$ cat config.mk
export PLATFORM = sky130hd
export DESIGN_NAME = clk_div_cfg_ctrl
export DESIGN_NICKNAME = d
export VERILOG_FILES = /design/src/rtl/clk_div_cfg_ctrl.sv
export SDC_FILE = /design/constraint.sdc
export NUM_CORES = 1
export LEC_CHECK = 0
export ABC_AREA = 1
export CORE_ASPECT_RATIO = 0.7
export CORE_MARGIN = 3
export CORE_UTILIZATION = 44
export DETAILED_ROUTE_END_ITERATION = 16
export HOLD_SLACK_MARGIN = 0.02
export MAX_ROUTING_LAYER = met4
export PLACE_DENSITY = 0.77
export SYNTH_ARGS = -nofsm -noshare
export SYNTH_HDL_FRONTEND = slang
export SYNTH_SLANG_ARGS = --single-unit
$ cat constraint.sdc
create_clock -name i_ref_clk -period 1.16 [get_ports i_ref_clk]
set_input_delay 0.174 -clock i_ref_clk [delete_from_list [all_inputs] [get_ports i_ref_clk]]
set_output_delay 0.174 -clock i_ref_clk [all_outputs]
set_load 0.1 [all_outputs]
$ cat src/rtl/clk_div_cfg_ctrl.sv
// Configuration front-end for the programmable clock divider: accepts (ratio, enable)
// settings over valid/ready and commits them only on divided-period boundaries.
module clk_div_cfg_ctrl #(
   parameter int RATIO_WIDTH = 5
) (
   input  logic                   i_ref_clk,
   input  logic                   i_rst_n,
   input  logic                   i_cfg_valid,
   output logic                   o_cfg_ready,
   input  logic [RATIO_WIDTH-1:0] i_cfg_ratio,
   input  logic                   i_cfg_en,
   output logic [RATIO_WIDTH-1:0] o_div_ratio,
   output logic                   o_clk_en,
   output logic                   o_period_tick,
   output logic                   o_busy
);

   localparam logic [RATIO_WIDTH-1:0] RATIO_ONE = RATIO_WIDTH'(1);

   typedef enum logic {
      IDLE,
      PENDING
   } state_t;

   state_t                 state_q, state_d;
   logic [RATIO_WIDTH-1:0] shadowRatio_q, shadowRatio_d;
   logic                   shadowEn_q, shadowEn_d;
   logic [RATIO_WIDTH-1:0] divRatio_q, divRatio_d;
   logic                   clkEn_q, clkEn_d;
   logic [RATIO_WIDTH-1:0] cnt_q, cnt_d;
   logic                   tick_q, tick_d;

   logic activeMode;
   logic periodEnd;
   logic commit;

   // In bypass the divider forwards the reference clock, so any edge is a safe commit point.
   assign activeMode = clkEn_q && (divRatio_q > RATIO_ONE);
   assign periodEnd  = activeMode && (cnt_q == divRatio_q);
   assign commit     = (state_q == PENDING) && (!activeMode || periodEnd);

   always_ff @(posedge i_ref_clk or negedge i_rst_n) begin
      if (!i_rst_n) begin
         state_q       <= IDLE;
         shadowRatio_q <= '0;
         shadowEn_q    <= 1'b0;
         divRatio_q    <= RATIO_ONE;
         clkEn_q       <= 1'b0;
         cnt_q         <= RATIO_ONE;
         tick_q        <= 1'b0;
      end else begin
         state_q       <= state_d;
         shadowRatio_q <= shadowRatio_d;
         shadowEn_q    <= shadowEn_d;
         divRatio_q    <= divRatio_d;
         clkEn_q       <= clkEn_d;
         cnt_q         <= cnt_d;
         tick_q        <= tick_d;
      end
   end

   always_comb begin
      state_d       = state_q;
      shadowRatio_d = shadowRatio_q;
      shadowEn_d    = shadowEn_q;
      case (state_q)
         IDLE: begin
            if (i_cfg_valid) begin
               shadowRatio_d = i_cfg_ratio;
               shadowEn_d    = i_cfg_en;
               state_d       = PENDING;
            end
         end
         PENDING: begin
            if (commit) begin
               state_d = IDLE;
            end
         end
         default: state_d = IDLE;
      endcase
   end

   // A commit on a wrap edge takes over the wrap: the counter restarts and the tick still fires.
   always_comb begin
      divRatio_d = divRatio_q;
      clkEn_d    = clkEn_q;
      tick_d     = periodEnd;
      if (commit) begin
         divRatio_d = shadowRatio_q;
         clkEn_d    = shadowEn_q;
         cnt_d      = RATIO_ONE;
      end else if (activeMode && !periodEnd) begin
         cnt_d = cnt_q + RATIO_ONE;
      end else begin
         cnt_d = RATIO_ONE;
      end
   end

   always_comb begin
      o_cfg_ready = 1'b0;
      o_busy      = 1'b0;
      case (state_q)
         IDLE:    o_cfg_ready = 1'b1;
         PENDING: o_busy      = 1'b1;
         default: o_cfg_ready = 1'b0;
      endcase
   end

   assign o_div_ratio   = divRatio_q;
   assign o_clk_en      = clkEn_q;
   assign o_period_tick = tick_q;

endmodule

Word-level counts from Yosys, hierarchy flattened
Cells that the tools add are included.
{"block": "word_totals", "inputBits": 9, "output_inout_bits": 9, "register_bits": 19}
{"block": "classes", "eq_ne": 1, "bitwise": 1, "n_mux": 7, "n_addsub": 1, "order_cmp": 1, "n_reduce_logical": 8}
{"operator": "$mux W5", "count": 2}
{"operator": "$add A5 B1 Y5 const B", "count": 1}
{"operator": "$eq A5 B5 Y1", "count": 1}
{"operator": "$gt A5 B1 Y1 const B", "count": 1}
{"operator": "$logic_and A1 B1 Y1", "count": 4}
{"operator": "$mux W1", "count": 4}
{"operator": "$logic_not A1 Y1", "count": 2}
{"operator": "$pmux W1 S2", "count": 1}
{"operator": "$reduce_and A2 Y1", "count": 1}
{"operator": "$logic_or A1 B1 Y1", "count": 1}
{"operator": "$not A1 Y1", "count": 1}

Depth between registers and ports, before layout
Gate-level depths: netlist of run 1.
{"block": "logic_depth", "depth_word": 7, "depth_mapped": 9, "ltp_nobuf": 9}

Least setup slack after synthesis of run 1
OpenSTA, ideal clock, no wires.
{"block": "synth_timing", "kind": "register -> register", "start": "register state_q", "end": "register shadowEn_q", "stages_incl_launch_ff": 5, "period_less_slack_ns": 2.426, "t_arrival_ns": 2.302, "setup_time_ns": 0.125, "n_path_buf": 1, "path_slack_ns": -1.266, "cell_sequence": "dfrtp_1 -> buf_6 -> inv_1 -> nand2_1 -> mux2_2"}
{"block": "synth_between", "elab_chain_len": 2}
{"item": "start: declaration", "line_no": "25", "text": "state_t state_q, state_d;"}
{"item": "start signal: assignment", "line_no": "52", "text": "state_q <= state_d;"}
{"item": "$not A1 Y1 (no line)"}
{"item": "$reduce_and A2 Y1 (no line)"}
{"item": "end signal: assignment", "line_no": "54", "text": "shadowEn_q <= shadowEn_d;"}
{"item": "end: declaration", "line_no": "27", "text": "logic shadowEn_q, shadowEn_d;"}
No other way between the ends.
A chain may end at the register's enable or synchronous reset.

Worst setup path in the final report of run 1
{"block": "layout_timing", "start": "register divRatio_q[0], in the netlist o_div_ratio[0]", "end": "register divRatio_q[0], in the netlist o_div_ratio[0]"}
{"block": "layout_between", "elab_chain_len": 5, "elab_cells_between_ends": 7}
{"item": "start: declaration", "line_no": "28", "text": "logic [RATIO_WIDTH-1:0] divRatio_q, divRatio_d;"}
{"item": "start signal: assignment", "line_no": "55", "text": "divRatio_q <= divRatio_d;"}
{"item": "$gt A5 B1 Y1", "line_no": "38", "text": "assign activeMode = clkEn_q && (divRatio_q > RATIO_ONE);"}
{"item": "$logic_and A1 B1 Y1", "line_no": "38"}
{"item": "$logic_not A1 Y1 or $logic_and A1 B1 Y1 (tied branches)", "line_no": "40, 39"}
{"item": "$logic_or A1 B1 Y1 *", "line_no": "40", "text": "assign commit = (state_q == PENDING) && (!activeMode || periodEnd);"}
{"item": "$logic_and A1 B1 Y1 *", "line_no": "40"}
Every way passes the cells marked *; elsewhere a longest branch is shown, timed or not.

==> flow_summary.json, run 1 <==
{
  "status": "complete, but fails checks",
  "failed_checks": "setup timing",
  "r2r_slack_ns": -0.28,
  "firstDrtPassIters": 4,
  "dp_hpwl_um": 1470,
  "tightest_slew_ns": 0.242,
  "path_clk_slew_ns": 0.12,
  "finClkSkew_ns": 0.0118,
  "die_h_um": 43.2,
  "critPathKind": "register to register",
  "place.gp.congestion": 0.773,
  "fin_crit_ns": 1.44,
  "worstSetupEndpointType": "register",
  "drive_above_1_share_pct": 48.2,
  "via_per_inst": 4.89,
  "startpoint_type": "register",
  "grt_pass1_wl_um": 3570,
  "area_growth_pct": 70.7,
  "io_pins": 18,
  "drv_cap": 0,
  "final_common_cell": "nand2_1",
  "synth.avg_cell_area_um2": 9.34,
  "gr-usage-all-layers_pct": 19.7,
  "drt_iter0_drc": 23,
  "ys_seq_area_share_pct": 55.0,
  "wirelength_um": 2260,
  "overflow": 0,
  "synth_cells": 93,
  "synth.net_count": 103,
  "final_nets": 148,
  "cts_buffer_depth": 2,
  "max_clock_freq_mhz": 697,
  "maxSlewHeadroom_pct": 83.8,
  "port_buffers": 17,
  "synth_top_area_cell": "dfrtp_1",
  "antenna_found_initial": 0,
  "stdcell_count": 158,
  "layout_common_cells": "nand2_1, buf_4, dfrtp_1, inv_1, buf_12",
  "rsz0062_at_grt": "true",
  "dp.cells": 145,
  "cts_tree": "yes",
  "synthesis.area_um2": 868,
  "hp-class": "input pin to async pin",
  "finalHoldViolCount": 0,
  "start_util_pct": 50.7,
  "rows": 12,
  "cts_sinks": 19,
  "worstSetupEndpoint": "o_div_ratio[0]",
  "vias": 772,
  "cts_made_buffers": 3,
  "r2r_cells": 9,
  "worstPathRequired_ns": 1.43,
  "antenna_cells": 0,
  "setup_slack_ns": -0.276,
  "fin_util_pct": 86.6,
  "clockRootBuffer": "clkbuf_4",
  "synth.ff_latch_count": 19,
  "yosysTopAreaCellShare_pct": 49.0,
  "drcViolationCount": 0,
  "htree_levels": 1,
  "coreArea_um2": 1710,
  "hold_buffers": 0,
  "yosys_warnings": 0,
  "die_width_um": 59.1,
  "timing.rr.end": "o_div_ratio[0]",
  "antenna_left": 0,
  "post-route-cell-area_um2": 1480,
  "final.period_utilization_pct": 124,
  "cp.arrival_ns": 1.70,
  "setup.worst_path.start": "o_div_ratio[0]",
  "netlist_top_cells_area": "dfrtp_1, nand2_1, mux2_2",
  "drv_slew": 0,
  "holdWs_ns": 0.183,
  "placed_area_um2": 1280,
  "r2r_start": "o_div_ratio[0]",
  "clk-insertion-delay-late_ns": 0.31,
  "wl_per_cell_um": 14.3,
  "cp_max_fo": 7,
  "die-area_um2": 2550,
  "setup_viol": 26,
  "grt_max_degree": 20,
  "ys_types": 17,
  "grt_pass1_vias": 790
}
repair_timing:
action,4_1_cts,5_1_grt
setup buffers,5,7
gates resized for setup,18,11
pin swaps,10,2
setup endpoints to repair,20,26
state kept, by name, indices dropped and copies added (netlist names):
name           flops
cnt_q              5
o_clk_en           1
shadowEn_q         1
shadowRatio_q      5
o_div_ratio        5
o_period_tick      1
state_q            1
cell usage after synthesis:
cell	n
and2_2	1
buf_6	2
dfrtp_1	17
dfstp_2	2
ha_1	1
inv_1	12
mux2_2	6
nand2_1	28
nand2_2	1
nand3_1	9
nand3_2	1
nor2_1	7
nor2_2	1
nor3_1	1
o21ai_0	1
xnor2_1	1
xor2_1	2
metrics by stage:
| stage | setup slack, ns | setup TNS [ns] |
|---|---|---|
| finish | -0.276 | -4.44 |
| global route | -0.338 | -5.57 |
| CTS | -0.274 | -4.32 |
| detailed placement | -0.299 | -3.19 |
| global placement | -0.210 | -2.15 |
| floorplan | -0.767 | -9.10 |
worst min path at each step:
stage | from | to | slack (ns) | depth (start not counted)
global route | i_rst_n | o_clk_en | 0.19 | 2
CTS | i_rst_n | shadowRatio_q[3] | 0.18 | 2
global placement | cnt_q[0] | cnt_q[0] | 0.48 | 1
floorplan | i_rst_n | cnt_q[1] | -0.12 | 0
finish | i_rst_n | shadowRatio_q[3] | 0.18 | 2
detailed placement | cnt_q[0] | cnt_q[0] | 0.48 | 1
kinds of logic after synthesis:
kind of cell / count (synthesis) / share of synthesized area (%)
adder cells (fa/ha/maj): 1 / 1.44
flip-flops: 19 / 55.0
buffers and inverters: 14 / 7.78
multiplexers: 6 / 7.78
AND/OR/NAND/NOR: 49 / 24.4
AO/OA/AOI/OAI: 1 / 0.576
XOR/XNOR: 3 / 3.03
layout make-up:
class / count / area (um2)
inverter: 12 / 48.8
tap: 21 / 26.3
timing repair buffer: 42 / 485
sequential: 19 / 492
fill: 78 / 229
clock buffer: 3 / 22.5
clock inverter: 1 / 7.51
multi-input combinational: 60 / 400
critical path, cell delays in order (launching register included):
cell	delay (ns)
dfstp_4	0.66
inv_2	0.04
nand2_2	0.05
nand2_1	0.06
nor2_1	0.11
nand3_2	0.11
nand2_4	0.10
buf_6	0.13
nand3_1	0.08
nand2_1	0.07
metal layers:
metal | vias to the layer above | global-route usage, % | routed length [um]
met2 | 18 | 36.1 | 1200
met3 | 8 | 6.08 | 90
met1 | 366 | 20.0 | 891
met4 | 0 | 5.88 | 76
li1 | 380 | - | -
met5 | - | - | 0
Power of run 1 is left out: the tool's default activity adds up to more than one toggle a clock period on the data nets, which glitch-free logic cannot reach.
==> inputs of run 2 (changes only) <==
--- a/config.mk
+++ b/config.mk
@@ -6,7 +6,6 @@
 export NUM_CORES = 1
 export LEC_CHECK = 0
 export ABC_AREA = 1
-export CORE_ASPECT_RATIO = 0.7
 export CORE_MARGIN = 3
 export CORE_UTILIZATION = 44
 export DETAILED_ROUTE_END_ITERATION = 16
==> run 2 against run 1 <==
The run still ends with setup timing left. Via count increased by 13%. Flip-flop and latch count unchanged. Fmax decreased by 4.0%. Cell area increased by 6.8%. Critical endpoint is now o_div_ratio[1].
==> flow_summary.json, run 2 (synthesis results as in run 1) <==
{
  "io_pins": 18,
  "final.period_utilization_pct": 129,
  "port_buffers": 17,
  "busiest_layer": "met2",
  "drv_cap": 0,
  "firstDrtPassIters": 4,
  "antenna_found_initial": 0,
  "worstPathRequired_ns": 1.42,
  "wirelength_um": 2820,
  "htree_levels": 1,
  "path_cells": "inv_2, nand2_2, nand2_2, nor2_2, nand3_2, nand2_4, buf_8, nand3_2, nand2_1",
  "startpoint_type": "register",
  "fin_crit_ns": 1.50,
  "finClkSkew_ns": 0.0165,
  "drv_slew": 0,
  "fin_util_pct": 87.9,
  "vias": 875,
  "cts_made_buffers": 3,
  "grtUsageMet1_pct": 22.3,
  "post-place-ws_ns": -0.283,
  "grt_pass1_wl_um": 3740,
  "via_per_inst": 5.18,
  "regArea_um2": 492,
  "maxSlewHeadroom_pct": 84.2,
  "drt_iter0_drc": 24,
  "grt_util_met2_pct": 36.5,
  "rsz0062_at_grt": "true",
  "use_met3_pct": 2.97,
  "clockRootBuffer": "clkbuf_4",
  "worstSetupEndpointType": "register",
  "antenna_cells": 0,
  "drcViolationCount": 0,
  "setup_viol": 27,
  "start_util_pct": 48.2,
  "cts_sinks": 19,
  "slowest_delay_ns": 0.65,
  "cts_tree": "yes",
  "place.gp.congestion": 0.818,
  "post-route-cell-area_um2": 1580,
  "grt_pass1_vias": 843,
  "die_width_um": 50.4,
  "final_nets": 155,
  "dp_hpwl_um": 1340,
  "die_h_um": 50.4,
  "rows": 15,
  "area_growth_pct": 82.4,
  "num-fill-cells": 79,
  "tightest_slew_ns": 0.235,
  "max_clock_freq_mhz": 669,
  "cts_buffer_depth": 2,
  "antenna_left": 0,
  "gr-usage-all-layers_pct": 20.5,
  "hp-class": "input pin to async pin",
  "hold_buffers": 0,
  "slowest_stage": "dfstp_4",
  "clk-insertion-delay-late_ns": 0.32,
  "multi_input_area_um2": 432,
  "setup_slack_ns": -0.335,
  "coreArea_um2": 1800,
  "grt_max_degree": 20,
  "holdWs_ns": 0.178,
  "failed_checks": "setup timing",
  "wl_per_cell_um": 16.7,
  "cp_max_fo": 7,
  "critPathKind": "register to register",
  "cp.arrival_ns": 1.76,
  "layout_common_cells": "nand2_1, buf_4, dfrtp_1, inv_1, buf_12",
  "drive_above_1_share_pct": 56.9,
  "overflow": 0,
  "finalHoldViolCount": 0,
  "die-area_um2": 2540,
  "status": "complete, but fails checks",
  "placed_area_um2": 1310,
  "path_clk_slew_ns": 0.13
}
-- run 2: worst max-delay path: cells and delay by family, from the launching register on --
kind,cells,cell delay [ns]
buffers and inverters,2,0.18
DFF,1,0.65
and+or+nand+nor,7,0.61
-- run 2: worst paths after layout --
kind / from / endpoint / slack [ns] / depth (start not counted)
max reg2reg: o_div_ratio[0] / o_div_ratio[1] / -0.34 / 9
min in group i_ref_clk: i_cfg_ratio[0] / shadowRatio_q[0] / 0.47 / 2
max: o_div_ratio[0] / o_div_ratio[1] / -0.34 / 9
min: i_rst_n / o_div_ratio[1] / 0.18 / 2
min reg2reg: shadowEn_q / o_clk_en / 0.53 / 2
max in group asynchronous: i_rst_n / cnt_q[0] / 0.72 / 2
-- run 2: metrics by stage --
stage	instances	setup TNS (ns)
after global routing	169	-6.33
after floorplan	93	-9.10
final	169	-5.12
after detailed placement	152	-2.92
after global placement	152	-2.17
after CTS	163	-3.68
-- run 2: metal layers --
layer  routed length, um  share of wire, %
met1                1060                38
met3                 137               4.9
met4                  86               3.0
met5                   0                 0
met2                1540                54
-- run 2: area by class of cell --
type	count	share of cell area, %
sequential	19	31.0
inverter	12	3.08
multi-input combinational	60	27.3
tap	25	1.97
timing repair buffer	49	35.0
clock buffer	4	1.66
-- run 2: repair_timing --
item | 4_1_cts | 5_1_grt
pin swaps | 9 | 5
endpoints found under the setup margin | 21 | 27
buffers inserted | 7 | 10
gates cloned | 0 | 0
resized for setup | 24 | 19
Power of run 2 is left out for the same reason.
==> inputs of run 3 (changes only) <==
--- a/config.mk
+++ b/config.mk
@@ -6,12 +6,14 @@
 export NUM_CORES = 1
 export LEC_CHECK = 0
 export ABC_AREA = 1
+export CELL_PAD_IN_SITES_DETAIL_PLACEMENT = 0
+export CELL_PAD_IN_SITES_GLOBAL_PLACEMENT = 1
 export CORE_MARGIN = 3
-export CORE_UTILIZATION = 44
+export CORE_UTILIZATION = 33
 export DETAILED_ROUTE_END_ITERATION = 16
 export HOLD_SLACK_MARGIN = 0.02
 export MAX_ROUTING_LAYER = met4
-export PLACE_DENSITY = 0.77
+export PLACE_DENSITY = 0.76
 export SYNTH_ARGS = -nofsm -noshare
 export SYNTH_HDL_FRONTEND = slang
 export SYNTH_SLANG_ARGS = --single-unit
==> run 3 against run 2 <==
The flow still finishes with violations (setup timing). Die area grew 29%. Worst setup slack better by 0.094 ns. Clock skew decreased by 0.0091 ns. Utilization shrank 26 points. Sequential share of layout area increased by 2.3 points. Cell area decreased by 7.0%. Routed wire length fell by 33%. Count of clock-buffer cells in the layout is 1 lower. Fmax rose by 6.7%. Final cell count shrank 3.0%. Critical path depth is the same. First-iteration DRC count fell by 79%. Critical endpoint is now o_div_ratio[3].
==> flow_summary.json, run 3 (synthesis results as in run 1) <==
{
  "status": "complete, but fails checks",
  "failed_checks": "setup timing",
  "die_h_um": 57.3,
  "grt_pass1_vias": 735,
  "path_clk_slew_ns": 0.12,
  "vias": 735,
  "tightest_slew_ns": 0.244,
  "final_common_cell": "nand2_1",
  "cts_made_buffers": 3,
  "final.period_utilization_pct": 121,
  "hp-class": "input pin to async pin",
  "area_growth_pct": 69.6,
  "dp_hpwl_um": 1400,
  "antenna_found_initial": 0,
  "antenna_left": 0,
  "cts_buffer_depth": 2,
  "fin_util_pct": 62.4,
  "cp_max_fo": 7,
  "die-area_um2": 3280,
  "overflow": 0,
  "firstDrtPassIters": 4,
  "coreArea_um2": 2360,
  "cts_sinks": 19,
  "via_per_inst": 4.48,
  "antenna_cells": 0,
  "setup-tns-final_ns": -3.92,
  "drv_slew": 0,
  "clk-insertion-delay-late_ns": 0.31,
  "grt_pass1_wl_um": 3180,
  "wirelength_um": 1900,
  "setup_viol": 27,
  "rsz0062_at_grt": "true",
  "port_buffers": 17,
  "critPathKind": "register to register",
  "rows": 17,
  "drive_above_1_share_pct": 46.3,
  "maxSlewHeadroom_pct": 83.7,
  "drv_cap": 0,
  "max_clock_freq_mhz": 713,
  "hold_buffers": 0,
  "worstSetupEndpointType": "register",
  "gr-usage-all-layers_pct": 13.1,
  "clockRootBuffer": "clkbuf_4",
  "final_nets": 147,
  "setup_slack_ns": -0.242,
  "finalHoldViolCount": 0,
  "place.gp.congestion": 0.784,
  "start_util_pct": 36.8,
  "startpoint_type": "register",
  "grt_max_degree": 20,
  "finClkSkew_ns": 0.00735,
  "wl_per_cell_um": 11.6,
  "cp.arrival_ns": 1.65,
  "drt_iter0_drc": 5,
  "layout_common_cells": "nand2_1, buf_4, dfrtp_1, inv_1, buf_6",
  "fin_crit_ns": 1.40,
  "htree_levels": 1,
  "drcViolationCount": 0,
  "worstPathRequired_ns": 1.40,
  "cts_tree": "yes",
  "die_width_um": 57.3,
  "io_pins": 18
}
[run 3: changes by cell type in the layout (fill, tap and decap cells not counted), sizes merged]
cell / delta
clkbuf: -1
clkinvlp: +1
buf: -8
[run 3: repair_timing]
item	in CTS	in global routing
buffers inserted	3	3
gates resized for setup	17	8
setup endpoints to repair	21	27
pin swaps	9	3
[run 3: path summary, 6_finish.rpt]
kind | slack, ns | end | startpoint | depth (start not counted)
worst max register to register | -0.24 | o_div_ratio[3] | o_div_ratio[0] | 9
worst min-delay path | 0.19 | o_div_ratio[1] | i_rst_n | 2
min in group i_ref_clk | 0.47 | shadowRatio_q[4] | i_cfg_ratio[4] | 2
worst max-delay path | -0.24 | o_div_ratio[3] | o_div_ratio[0] | 9
worst min register to register | 0.52 | o_div_ratio[2] | shadowRatio_q[2] | 2
max in group asynchronous | 0.70 | cnt_q[0] | i_rst_n | 2
[run 3: through the flow]
stage | instances | hold WS [ns] | setup slack (ns) | area, um2
after floorplan | 93 | -0.122 | -0.767 | 898
after global placement | 156 | 0.487 | -0.219 | 1320
after detailed placement | 156 | 0.495 | -0.280 | 1320
after CTS | 163 | 0.193 | -0.247 | 1440
after global routing | 164 | 0.199 | -0.345 | 1470
final | 164 | 0.190 | -0.242 | 1470
[run 3: worst max-delay path: stages (launching register included)]
cell     delay (ns)
dfstp_4        0.65
inv_2          0.03
nand2_1        0.04
nand2_1        0.05
nor2_2         0.09
nand3_2        0.10
nand2_4        0.11
buf_6          0.13
nand3_2        0.06
nand2_1        0.06
[run 3: layer usage]
layer,routed length (um),share of wire [%],vias to the layer above,global-route usage [%]
met4,11,0.58,0,2.98
met2,1030,54,18,24.0
met3,110,5.8,2,4.98
met5,0,0,-,-
li1,-,-,375,-
met1,745,39,340,13.2
[run 3: cell type report]
class	instances	area, um2
clock buffers	3	22.5
clock inverters	1	7.51
fillers	201	888
inverters	12	48.8
multi-input cells	60	382
flip-flops and latches	19	492
well taps	28	35.0
repair buffers	41	485
Power of run 3 is left out for the same reason.
